==> config.mk <==
export PLATFORM = sky130hd
export DESIGN_NAME = sync_lock_ctrl
export DESIGN_NICKNAME = d
export VERILOG_FILES = /design/src/rtl/sync_lock_ctrl.sv
export SDC_FILE = /design/constraint.sdc
export NUM_CORES = 1
export LEC_CHECK = 0
export CORE_ASPECT_RATIO = 1.25
export CORE_MARGIN = 2
export CORE_UTILIZATION = 56
export CTS_BUF_LIST = sky130_fd_sc_hd__clkbuf_2
export DETAILED_ROUTE_END_ITERATION = 6
export GPL_TIMING_DRIVEN = 0
export PLACE_DENSITY = 0.79
export SYNTH_ARGS = -nofsm -noshare
export SYNTH_HDL_FRONTEND = slang
export SYNTH_SLANG_ARGS = --single-unit
==> constraint.sdc <==
create_clock -name clk25 -period 3.2 [get_ports clk25]
set_input_delay 0.48 -clock clk25 [delete_from_list [all_inputs] [get_ports clk25]]
set_output_delay 0.48 -clock clk25 [all_outputs]
set_load 0.05 [all_outputs]
==> src/rtl/sync_lock_ctrl.sv <==
// Frame-lock controller: measures source lines per frame, runs the lock FSM and drives
// timing-generator resync and pattern select. Optional macro AUTO_POLARITY_EN adds sync polarity detection.

`ifdef AUTO_POLARITY_EN
// Per-input polarity detector: 2^20-cycle windows, active-high when the input is mostly low.
module sync_lock_pol (
   input  logic clk25,
   input  logic reset_n,
   input  logic level,
   output logic pol,
   output logic changed
);

   logic [19:0] win_tmr;
   logic [19:0] hi_cnt;
   logic [20:0] hi_total;
   logic        pol_new;

   assign hi_total = {1'b0, hi_cnt} + {20'b0, level};
   assign pol_new  = (hi_total < 21'h80000);

   always_ff @(posedge clk25 or negedge reset_n) begin
      if (!reset_n) begin
         win_tmr <= '1;
         hi_cnt  <= '0;
         pol     <= 1'b0;
         changed <= 1'b0;
      end else begin
         changed <= 1'b0;
         if (win_tmr == '0) begin
            win_tmr <= '1;
            hi_cnt  <= '0;
            if (pol_new != pol) begin
               pol     <= pol_new;
               changed <= 1'b1;
            end
         end else begin
            win_tmr <= win_tmr - 20'd1;
            hi_cnt  <= hi_cnt + {19'b0, level};
         end
      end
   end

endmodule
`endif

// state    | meaning
// NOSYNC   | no valid source; test pattern shown, waiting for an in-range frame
// ACQUIRE  | reference frame captured; counting consecutive matching frames
// LOCKED   | source tracked; generator resynced on every matching frame
// HOLD     | one bad frame seen; generator freewheels, one good frame relocks
module sync_lock_ctrl #(
   parameter int LINES_MIN   = 200,
   parameter int LINES_MAX   = 1000,
   parameter int LINE_TOL    = 2,
   parameter int LOCK_FRAMES = 4,
   parameter int H_TIMEOUT   = 4095
) (
   input  logic       clk25,
   input  logic       reset_n,
   input  logic       HSYNC_in,
   input  logic       VSYNC_in,
   output logic       resync,
   output logic       test_pattern,
   output logic       locked,
   output logic [9:0] lines_per_frame,
   output logic [1:0] state,
   output logic       hs_pol,
   output logic       vs_pol
);

   typedef enum logic [1:0] {
      ST_NOSYNC  = 2'd0,
      ST_ACQUIRE = 2'd1,
      ST_LOCKED  = 2'd2,
      ST_HOLD    = 2'd3
   } state_t;

   localparam logic [11:0] H_TC      = 12'(H_TIMEOUT);
   localparam logic [10:0] L_MIN     = 11'(LINES_MIN);
   localparam logic [10:0] L_MAX     = 11'(LINES_MAX);
   localparam logic [11:0] L_TOL     = 12'(LINE_TOL);
   localparam logic [3:0]  MCNT_LOCK = 4'(LOCK_FRAMES - 1);

   state_t             state_q, state_d;
   logic [1:0]         hs_sync, vs_sync;
   logic               hs_d, vs_d;
   logic               hs_edge, vs_edge;
   logic               hs_pol_chg, vs_pol_chg, pol_chg;
   logic [10:0]        line_cnt;
   logic [11:0]        h_tmr;
   logic               hs_lost, v_over;
   logic [9:0]         ref_q, ref_d;
   logic [3:0]         mcnt_q, mcnt_d;
   logic [3:0]         mcnt_inc;
   logic [9:0]         lpf_d;
   logic               resync_d;
   logic               locked_d;
   logic signed [11:0] line_diff;
   logic [11:0]        line_dev;
   logic               match, in_range;

`ifdef AUTO_POLARITY_EN
   sync_lock_pol u_hs_pol (
      .clk25   (clk25),
      .reset_n (reset_n),
      .level   (hs_sync[1]),
      .pol     (hs_pol),
      .changed (hs_pol_chg)
   );

   sync_lock_pol u_vs_pol (
      .clk25   (clk25),
      .reset_n (reset_n),
      .level   (vs_sync[1]),
      .pol     (vs_pol),
      .changed (vs_pol_chg)
   );
`else
   assign hs_pol     = 1'b0;
   assign vs_pol     = 1'b0;
   assign hs_pol_chg = 1'b0;
   assign vs_pol_chg = 1'b0;
`endif

   assign pol_chg = hs_pol_chg | vs_pol_chg;

   // Edge pulse is registered: input change to pulse is three clocks.
   always_ff @(posedge clk25 or negedge reset_n) begin
      if (!reset_n) begin
         hs_sync <= '0;
         vs_sync <= '0;
         hs_d    <= 1'b0;
         vs_d    <= 1'b0;
         hs_edge <= 1'b0;
         vs_edge <= 1'b0;
      end else begin
         hs_sync <= {hs_sync[0], HSYNC_in};
         vs_sync <= {vs_sync[0], VSYNC_in};
         hs_d    <= hs_sync[1];
         vs_d    <= vs_sync[1];
         hs_edge <= (hs_sync[1] == hs_pol) && (hs_d != hs_pol);
         vs_edge <= (vs_sync[1] == vs_pol) && (vs_d != vs_pol);
      end
   end

   always_ff @(posedge clk25 or negedge reset_n) begin
      if (!reset_n) begin
         line_cnt <= '0;
      end else if (pol_chg || vs_edge) begin
         line_cnt <= '0;
      end else if (hs_edge && (line_cnt != 11'h7ff)) begin
         line_cnt <= line_cnt + 11'd1;
      end
   end

   // Line-period watchdog: down-counter reloaded by each hsync, terminal count means hsync lost.
   always_ff @(posedge clk25 or negedge reset_n) begin
      if (!reset_n) begin
         h_tmr <= H_TC;
      end else if (pol_chg || hs_edge) begin
         h_tmr <= H_TC;
      end else if (h_tmr != '0) begin
         h_tmr <= h_tmr - 12'd1;
      end
   end

   assign hs_lost   = (h_tmr == '0);
   assign v_over    = (line_cnt > L_MAX);
   assign line_diff = $signed({1'b0, line_cnt}) - $signed({2'b00, ref_q});
   assign line_dev  = line_diff[11] ? $unsigned(-line_diff) : $unsigned(line_diff);
   assign match     = (line_dev <= L_TOL);
   assign in_range  = (line_cnt >= L_MIN) && (line_cnt <= L_MAX);
   assign mcnt_inc  = mcnt_q + 4'd1;

   always_comb begin
      state_d  = state_q;
      ref_d    = ref_q;
      mcnt_d   = mcnt_q;
      lpf_d    = lines_per_frame;
      resync_d = 1'b0;
      if (pol_chg) begin
         state_d = ST_NOSYNC;
      end else if ((state_q != ST_NOSYNC) && (hs_lost || v_over)) begin
         state_d = ST_NOSYNC;
      end else if (vs_edge) begin
         case (state_q)
            ST_NOSYNC: begin
               if (in_range) begin
                  ref_d   = line_cnt[9:0];
                  mcnt_d  = '0;
                  state_d = ST_ACQUIRE;
               end
            end
            ST_ACQUIRE: begin
               if (match) begin
                  mcnt_d = mcnt_inc;
                  if (mcnt_inc == MCNT_LOCK) begin
                     state_d  = ST_LOCKED;
                     resync_d = 1'b1;
                     lpf_d    = line_cnt[9:0];
                  end
               end else if (in_range) begin
                  ref_d  = line_cnt[9:0];
                  mcnt_d = '0;
               end else begin
                  state_d = ST_NOSYNC;
               end
            end
            ST_LOCKED: begin
               if (match) begin
                  resync_d = 1'b1;
                  lpf_d    = line_cnt[9:0];
               end else begin
                  state_d = ST_HOLD;
               end
            end
            ST_HOLD: begin
               if (match) begin
                  state_d  = ST_LOCKED;
                  resync_d = 1'b1;
                  lpf_d    = line_cnt[9:0];
               end else begin
                  state_d = ST_NOSYNC;
               end
            end
            default: state_d = ST_NOSYNC;
         endcase
      end
   end

   assign locked_d = (state_d == ST_LOCKED) || (state_d == ST_HOLD);

   always_ff @(posedge clk25 or negedge reset_n) begin
      if (!reset_n) begin
         state_q         <= ST_NOSYNC;
         ref_q           <= '0;
         mcnt_q          <= '0;
         lines_per_frame <= '0;
         resync          <= 1'b0;
         locked          <= 1'b0;
         test_pattern    <= 1'b1;
      end else begin
         state_q         <= state_d;
         ref_q           <= ref_d;
         mcnt_q          <= mcnt_d;
         lines_per_frame <= lpf_d;
         resync          <= resync_d;
         locked          <= locked_d;
         test_pattern    <= !locked_d;
      end
   end

   assign state = state_q;

endmodule
==> results.toml <==
[timing]
tightest_slew_ps = 1300
rsz0062_at_grt = "true"
fin_tns_setup_ps = -6140
worst_slack_ps = -298
slew_headroom = 0.122
finalSetupViolations = 28
drv_slew = 0
period_share = 1.09
hold_violations = 0
fin_crit_ps = 3500
fmax_ghz = 0.286
skew_ps = 21.6

[power_and_ir_drop]
p_leak_uw = 0.00210
ir_drop_uv = 330
pwr-share-comb = 0.449
p_int_uw = 1620
pwr-share-seq = 0.348
powerDensity_nw_per_um2 = 552
p_sw_frac = 0.374
p_total_uw = 2590
power.switching_uw = 968
clkPwrFrac = 0.203

[setup_path]
reg2reg_slack_ps = -300
crit_chain = "inv_1 > ha_1 > buf_6 > nand2_1 > a211oi_2 > nor2_2 > xor2_2 > mux2i_2 > a41oi_4 > nor3_4 > nand3b_1 > nand4b_1 > buf_6 > mux2_1"
cp-startpoint = "ref_q[3]"
critPathRequiredTime_ps = 3570
crit_top_cell = "buf_6"
critical_path.max_stage_delay_ps = 400
critPathCapture = "lines_per_frame[6]"
r2r.worst_path.cells = 14
critical_path.endpoint_type = "flip-flop"
startpoint_type = "flip-flop"
path_max_fanout = 6
cp_data_arrival_time_ps = 3870
r2r-end = "lines_per_frame[6]"
rr_startpoint = "ref_q[3]"
slowest_stage = "dfrtp_1"
path_class = "reg -> reg"

[routing]
dr.pass1.iters = 4
wl_per_cell_um = 17.6
drc_errors = 0
routed_wl_um = 8990
ant_nets = 0
vias_per_cell = 5.95
drt_iter0_markers = 294
num_vias = 3032

[clocking]
numCtsBuffers = 9
clk_path_buf_depth = 2
clk_pin_slew_worst_paths_ps = 160
cts_root_buf = "clkbuf_2"
hold_buffers = 0
worst_skew_pair.late_latency_ps = 490
cts_tree = "built"
clock-sinks = 60
htreeDepth = 3

[logic_synthesis]
synth_most_common_cell = "dfrtp_1"
synth_edf_count = 0
syn_avg_cell_area_um2 = 9.92
synth-async-reset-ratio = 1.00
ys_top_cells_by_area = "dfrtp_1 33%, dfstp_2 9.6%, ha_1 5.3%, mux2_1 5.1%, nand2_1 3.3%"
synth_flop_cell = "dfrtp_1"
ys_seq_area_frac = 0.428
synth_area_um2 = 3550
ys_warn_count = 0
synth_area_leader_cell = "dfrtp_1"
synth_cell_type_count = 71
synth_top_area_share = 0.331
synth_common_cells = "47 x dfrtp_1, 31 x nand2_1, 22 x nor2_1"
ys_ff_latch = 60
postSynthCellCount = 358

[cells_and_area]
finalNetCount = 440
num_antenna_cells = 0
area_growth_pct = 32.1
drive_above_1_share = 0.344

[placed_design]
pre_cts_ws_ps = -506
hpwl_um = 5030
gp_congestion = 0.948
io_buffers = 18

[run_status]
violations = "setup timing"
status = "complete, but fails checks"

[grt]
overflow = 0
grt_util_all_layers = 0.246
grt_pass1_wl_um = 13100
antenna_found_initial = 0
grt_max_degree = 35
grt_pass1_vias = 2854

[floorplan]
rows = 32
dieArea_um2 = 7000
coreArea_um2 = 6170
num_io_pins = 21
initial_core_util = 0.576
die_h_um = 93.0
die_x_um = 75.2

[run]
cap_violations = 0

[min_path]
hp-class = "in -> async"
power by group through the flow:
stage | Clock [uW] | Sequential, uW | Combinational [uW]
final | 525 | 901 | 1160
after global routing | 565 | 912 | 1240
after CTS | 540 | 897 | 927
after detailed placement | 0 | 916 | 805
after global placement | 0 | 914 | 781
after floorplan | 0 | 1020 | 498
final cells by class:
class	instances	area (um^2)
Inverter	20	75.1
Tap cell	85	106
Buffer	12	75.1
Clock inverter	6	78.8
Fill cell	424	1480
Sequential cell	60	1520
Clock buffer	10	50.0
Timing Repair Buffer	51	458
Multi-Input combinational cell	266	2320
cell usage in the layout, fill, tap and decap left out, types with 7 or more instances in the layout:
| master | count |
|---|---|
| dfrtp_1 | 42 |
| nand2_1 | 29 |
| buf_4 | 28 |
| nor2_1 | 20 |
| inv_1 | 17 |
| mux2_4 | 17 |
| clkdlybuf4s50_1 | 17 |
| a21oi_1 | 15 |
| dfstp_2 | 13 |
| nor3_1 | 12 |
| nand2b_1 | 10 |
| clkbuf_2 | 10 |
| buf_6 | 9 |
| xnor2_1 | 8 |
| ha_1 | 8 |
| nand3_1 | 7 |
| o21ai_0 | 7 |
| or3_1 | 7 |
| xor2_1 | 7 |
critical path: cells and delay by family (launching register included):
| family | cells | cell delay (ps) |
|---|---|---|
| and+or+nand+nor | 5 | 880 |
| muxes | 2 | 610 |
| AOI/OAI and AO/OA | 2 | 460 |
| buffers and inverters | 3 | 410 |
| DFF | 1 | 400 |
| xor gates and xnor gates | 1 | 310 |
| adders and majority gates | 1 | 300 |
logic make-up after synthesis:
family | Yosys count | share of synthesized area
DFF | 60 | 0.428
AOI/OAI and AO/OA | 64 | 0.129
xor gates and xnor gates | 23 | 0.0589
muxes | 25 | 0.0772
adders and majority gates | 16 | 0.0585
other | 1 | 0.00106
and+or+nand+nor | 136 | 0.207
buffers and inverters | 33 | 0.0402
routing by layer:
metal | up-vias | global-route usage | routed length [um]
met2 | 97 | 0.393 | 4700
met3 | 31 | 0.0506 | 423
met1 | 1502 | 0.311 | 3540
met5 | - | 0 | 0
li1 | 1402 | - | -
met4 | 0 | 0.124 | 328
metrics by stage:
| step | cell area, um^2 | cells | hold WS, ps | utilization |
|---|---|---|---|---|
| 4_1_cts | 4260 | 496 | 24.1 | 0.690 |
| 2_1_floorplan | 3560 | 359 | 184 | - |
| 3_3_place_gp | 3850 | 462 | 332 | 0.624 |
| 3_5_place_dp | 3860 | 463 | 341 | 0.627 |
| 5_1_grt | 4690 | 510 | 86.9 | 0.761 |
| 6_report | 4690 | 510 | 35.9 | 0.761 |
sequential cells by signal, summed over array words and instances (netlist names), 2 cells and up:
| name | cells |
|---|---|
| lines_per_frame | 10 |
| line_cnt | 11 |
| ref_q | 10 |
| state | 2 |
| mcnt_q | 4 |
| vs_sync | 2 |
| hs_sync | 2 |
| h_tmr | 12 |
worst min path at each step:
| stage | from | endpoint | slack [ps] | depth (start not counted) |
|---|---|---|---|---|
| after global routing | reset_n | line_cnt[8] | 90 | 1 |
| after CTS | reset_n | vs_sync[0] | 20 | 1 |
| after detailed placement | hs_sync[0] | hs_sync[1] | 340 | 0 |
| after global placement | vs_sync[0] | vs_sync[1] | 330 | 0 |
| final | reset_n | ref_q[6] | 40 | 1 |
| after floorplan | reset_n | hs_d | 180 | 0 |
what timing repair did:
action / in CTS / in global routing
resized for setup: 28 / 65
pin swaps: 22 / 23
endpoints found under the setup margin: 29 / 29
endpoints found under the hold margin: 0 / 0
gates cloned: 0 / 2
setup buffers: 17 / 14
Power figures use the tool's default switching activity.
